`src/rtl/irq_pending_collector.sv`:
```
// Request synchroniser, rising-edge capture into sticky pending bits, and masked
// highest-index selection on a valid/ready handshake. Optional overflow flags: IRQ_OVERFLOW_EN.
module irq_pending_collector #(
    parameter int NUM_SRC     = 4,
    parameter int IDX_W       = 2,
    parameter int SYNC_STAGES = 2
) (
    input  logic               clk,
    input  logic               rst_n,
    input  logic [NUM_SRC-1:0] req_in,
    input  logic [NUM_SRC-1:0] mask_in,
    input  logic               irq_ready,
`ifdef IRQ_OVERFLOW_EN
    input  logic [NUM_SRC-1:0] ovf_clr,
    output logic [NUM_SRC-1:0] ovf_out,
`endif
    output logic               irq_valid,
    output logic [IDX_W-1:0]   irq_idx,
    output logic [NUM_SRC-1:0] pending_out
);

    typedef enum logic {IDLE, PRESENT} state_t;

    logic [NUM_SRC-1:0] sync_q [SYNC_STAGES];
    logic [NUM_SRC-1:0] hist_q;
    logic [NUM_SRC-1:0] pending_q, pending_d;
    logic [NUM_SRC-1:0] event_w, clr_w, elig_w;
    logic [IDX_W-1:0]   sel_idx_w;
    logic [IDX_W-1:0]   idx_q, idx_d;
    logic               valid_q, valid_d;
    logic               accept_w;
    state_t             state_q, state_d;

    always_ff @(posedge clk) begin
        if (!rst_n) begin
            for (int s = 0; s < SYNC_STAGES; s++) sync_q[s] <= '0;
            hist_q <= '0;
        end else begin
            sync_q[0] <= req_in;
            for (int s = 1; s < SYNC_STAGES; s++) sync_q[s] <= sync_q[s-1];
            hist_q <= sync_q[SYNC_STAGES-1];
        end
    end

    assign event_w  = sync_q[SYNC_STAGES-1] & ~hist_q;
    assign accept_w = valid_q & irq_ready;
    assign elig_w   = pending_q & mask_in;

    always_comb begin
        clr_w = '0;
        if (accept_w) clr_w[idx_q] = 1'b1;
    end

    // A new event on the bit being accepted re-arms it: set beats clear.
    assign pending_d = (pending_q & ~clr_w) | event_w;

    always_comb begin
        sel_idx_w = '0;
        for (int i = 0; i < NUM_SRC; i++) begin
            if (elig_w[i]) sel_idx_w = IDX_W'(i);
        end
    end

    always_comb begin
        state_d = state_q;
        valid_d = valid_q;
        idx_d   = idx_q;
        case (state_q)
            IDLE: begin
                if (elig_w != '0) begin
                    idx_d   = sel_idx_w;
                    valid_d = 1'b1;
                    state_d = PRESENT;
                end
            end
            PRESENT: begin
                // Held until accepted; later arrivals and mask changes cannot preempt.
                if (irq_ready) begin
                    valid_d = 1'b0;
                    state_d = IDLE;
                end
            end
            default: begin
                valid_d = 1'b0;
                state_d = IDLE;
            end
        endcase
    end

    always_ff @(posedge clk) begin
        if (!rst_n) begin
            state_q   <= IDLE;
            valid_q   <= 1'b0;
            idx_q     <= '0;
            pending_q <= '0;
        end else begin
            state_q   <= state_d;
            valid_q   <= valid_d;
            idx_q     <= idx_d;
            pending_q <= pending_d;
        end
    end

`ifdef IRQ_OVERFLOW_EN
    logic [NUM_SRC-1:0] ovf_q, ovf_d;

    assign ovf_d = (ovf_q & ~ovf_clr) | (event_w & pending_q & ~clr_w);

    always_ff @(posedge clk) begin
        if (!rst_n) ovf_q <= '0;
        else        ovf_q <= ovf_d;
    end

    assign ovf_out = ovf_q;
`endif

    assign irq_valid   = valid_q;
    assign irq_idx     = idx_q;
    assign pending_out = pending_q;

endmodule

```
`config.mk`:
```
export PLATFORM = sky130hd
export DESIGN_NAME = irq_pending_collector
export DESIGN_NICKNAME = d
export VERILOG_FILES = /design/src/rtl/irq_pending_collector.sv
export SDC_FILE = /design/constraint.sdc
export NUM_CORES = 1
export LEC_CHECK = 0
export CAP_MARGIN = 20
export CORE_MARGIN = 3
export CORE_UTILIZATION = 45
export DETAILED_ROUTE_END_ITERATION = 7
export HOLD_SLACK_MARGIN = 0.15
export PLACE_DENSITY = 0.75
export SYNTH_ARGS = -nofsm -noshare
export SYNTH_HDL_FRONTEND = slang
export SYNTH_SLANG_ARGS = --single-unit
```
`constraint.sdc`:
```
create_clock -name clk -period 1.25 [get_ports clk]
set_input_delay 0.25 -clock clk [delete_from_list [all_inputs] [get_ports clk]]
set_output_delay 0.25 -clock clk [all_outputs]
set_load 0.05 [all_outputs]
```
==> impl_results.md <==
* Run status: complete, no violations
* Commonest non-fill, non-tap cell in the layout: dfxtp_1
* Register area at 405 µm²
* Clk_skew at 0.00160 ns
* Clock Path Buffers at 2
* Core Util, Final at 0.733
* Crit-path max cell delay at 0.48 ns
* Root buffer cell: clkbuf_4
* DRC Markers at 0
* FF-to-FF Start: pending_out[2]$_SDFF_PN0_
* Static leakage at 0.000418 µW
* Routed WL at 1200 µm
* Final hold vios at 0
* Area of the core at 0.00137 mm²
* Post-synth EDFFs at 0
* Area leader, netlist: dfxtp_1
* Hold Crit Class: reg -> reg
* Wire length on met2 at 539 µm
* Detailed Route Iter0 Violations at 1
* CP Buf/Inv Count at 1
* Post-Synthesis Cells at 65
* Layout cells sized above 1 at 0.233
* Cells on Worst Hold Path at 1
* WL/cell at 11.8 µm
* Max-cap viol count at 0
* Avg Synthesized Cell Area at 10.7 µm²
* Initial Util at 0.507
* # IOs at 18
* WP depth at 1
* FFs w/ async S/R, synth at 0
* RD Place Congestion at 0.794
* CP Cell Sequence: buf_12
* Setup repair bufs after CTS at 0
* Max IR drop VDD at 985 µV
* Ys Warns at 0
* Worst Tran Pin Value at 0.258 ns
* Max FO, Critical Path at 6
* Area post-placement at 962 µm²
* Worst Reg-to-Reg Cells at 4
* Worst R2R Setup Slack at 0.20 ns
* Num rows at 13
* Die W at 45.2 µm
* H-tree lvl count at 1
* Total Die Area at 0.00205 mm²
* WL met1 at 515 µm
* DR top layer: met4
* Gr ovfl total at 0
* RR Endpoint: irq_idx[0]$_SDFFE_PN0P_
* Synth area leaders: dfxtp_1 (58%), and2_1 (12%), a21boi_0 (3.2%)
* Global Route Usage Sum at 0.137
* Fmax at 0.838 GHz
* Nets at 98
* Slew HR at 0.828
* Worst EP required at 1.00 ns
* Commonest non-fill, non-tap cells in the layout: dfxtp_1 (16), and2_1 (13), clkdlybuf4s50_1 (10)
* Startpoint types: flop
* CTS Hold Buffers Added at 0
* Initial antenna violation count at 0
* PD cells at 1300 mW/mm²
* CP max stage cell: dfxtp_1
* Clock-pin slew on the worst setup and hold paths at 0.10 ns
* Sequential element share of the synthesized area at 0.578
* Fillers at 107
* CTS tree: done
* Synthesized flop and latch total at 20
* Vias per cell at 5.15
* Worst setup EP type: primary output
* Detail Route Antenna Nets at 0
* Area of the multi-input gates at 285 µm²
* Met3 wire length at 121 µm
* Number of global-route vias before repair at 514
* Distinct cells, synth at 18
* Via Count at 520
* Post-DP HPWL at 910 µm
* Critical path's top delay family: flip-flops
* Ys flop type: dfxtp_1
* Largest net degree at the start of global routing at 13
* Crit Path Category: reg -> out
* Worst Hold Launch: sync_q[0][2]$_SDFF_PN0_
* Final setup violating endpoints at 0
* Final period util at 0.955
* I/O Buffers at 17
* First-pass GRT wire length at 2010 µm
* Smallest hold slack at 0.442 ns
* RSZ-0062 raised after global routing: no
* Worst Hold End: sync_q[0][6]$_SDFF_PN0_
* Mapped Area at 693 µm²
* Syn Nets at 76
* Inserted Clock Buffers at 3
* Area grow syn2layout at 44.4%
* Height of the die at 45.2 µm
* CP Data Arrival Time at 0.94 ns
* Clk Latency, worst-skew pair at 0.29 ns
* TritonRoute pass-1 iters at 3
* Clock sinks at 20
* Slew Limit Fails at 0
* Yosys top cell area share at 0.578
* Antenna diode count at 0
* Final instance area at 0.00100 mm²
* Final Critical Period at 1.19 ns
## how the worst max path moves through the flow
stage | startpoint | end
detailed placement | mask_in[1] | irq_idx[1]$_SDFFE_PN0P_
finish | irq_valid$_SDFFE_PN0P_ | irq_valid
floorplan | pending_out[2]$_SDFF_PN0_ | irq_idx[0]$_SDFFE_PN0P_
CTS | irq_idx[1]$_SDFFE_PN0P_ | irq_idx[1]
global placement | mask_in[3] | irq_idx[0]$_SDFFE_PN0P_
global route | pending_out[0]$_SDFF_PN0_ | pending_out[0]
## metrics by stage
stage,setup TNS (ns),total power [µW],worst slack (ns),cells
final,0,1300,0.0561,101
after global routing,0,1360,0.0136,101
after CTS,0,1310,0.0245,101
after detailed placement,-0.537,955,-0.129,97
after global placement,-0.384,949,-0.107,97
after floorplan,-0.00701,825,-0.00701,65
## cell families (layout without fill, tap and decap cells)
kind of cell / Yosys count / after routing / share of synthesized area
and+or+nand+nor: 27 / 27 / 0.222
buffers and inverters: 2 / 23 / 0.0108
AOI/OAI and AO/OA: 16 / 16 / 0.190
DFF: 20 / 20 / 0.578
## report_power, final
| group | switching, µW | total (µW) | internal [µW] | leakage (µW) |
|---|---|---|---|---|
| Clock | 180 | 357 | 177 | 0.0000210 |
| Sequential | 41.2 | 716 | 674 | 0.000166 |
| Combinational | 102 | 225 | 124 | 0.000231 |
## per-layer routing
| layer | vias to the layer above | GRT usage |
|---|---|---|
| li1 | 268 | - |
| met1 | 226 | 0.141 |
| met2 | 22 | 0.234 |
| met3 | 4 | 0.0518 |
| met4 | 0 | 0.0819 |
| met5 | - | 0 |
## cell usage after synthesis, types with 2 or more instances
| library cell | count |
|---|---|
| dfxtp_1 | 20 |
| and2_1 | 13 |
| nand2_1 | 5 |
| a21boi_0 | 3 |
| nand2b_1 | 3 |
| nor2b_1 | 3 |
| o21ai_0 | 3 |
| a21oi_1 | 2 |
| clkbuf_1 | 2 |
| nand3_1 | 2 |
| o211a_1 | 2 |
## sequential cells by signal, indices dropped and copies added, names as in the netlist
register     flops
sync_q           8
hist_q           4
pending_out      4
irq_idx          2
irq_valid        1
state_q          1
## what timing repair did
item                                    in CTS  in global routing
endpoints found under the hold margin        0                  0
resized for setup                            0                  2
endpoints found under the setup margin       0                  2
## cell type report
type,instances,area share
timing repair buffer,19,0.255
multi-input combinational,43,0.285
tap,15,0.0188
clock buffer,4,0.0363
sequential,20,0.405
No activity file was read; power rests on OpenSTA's default activity.
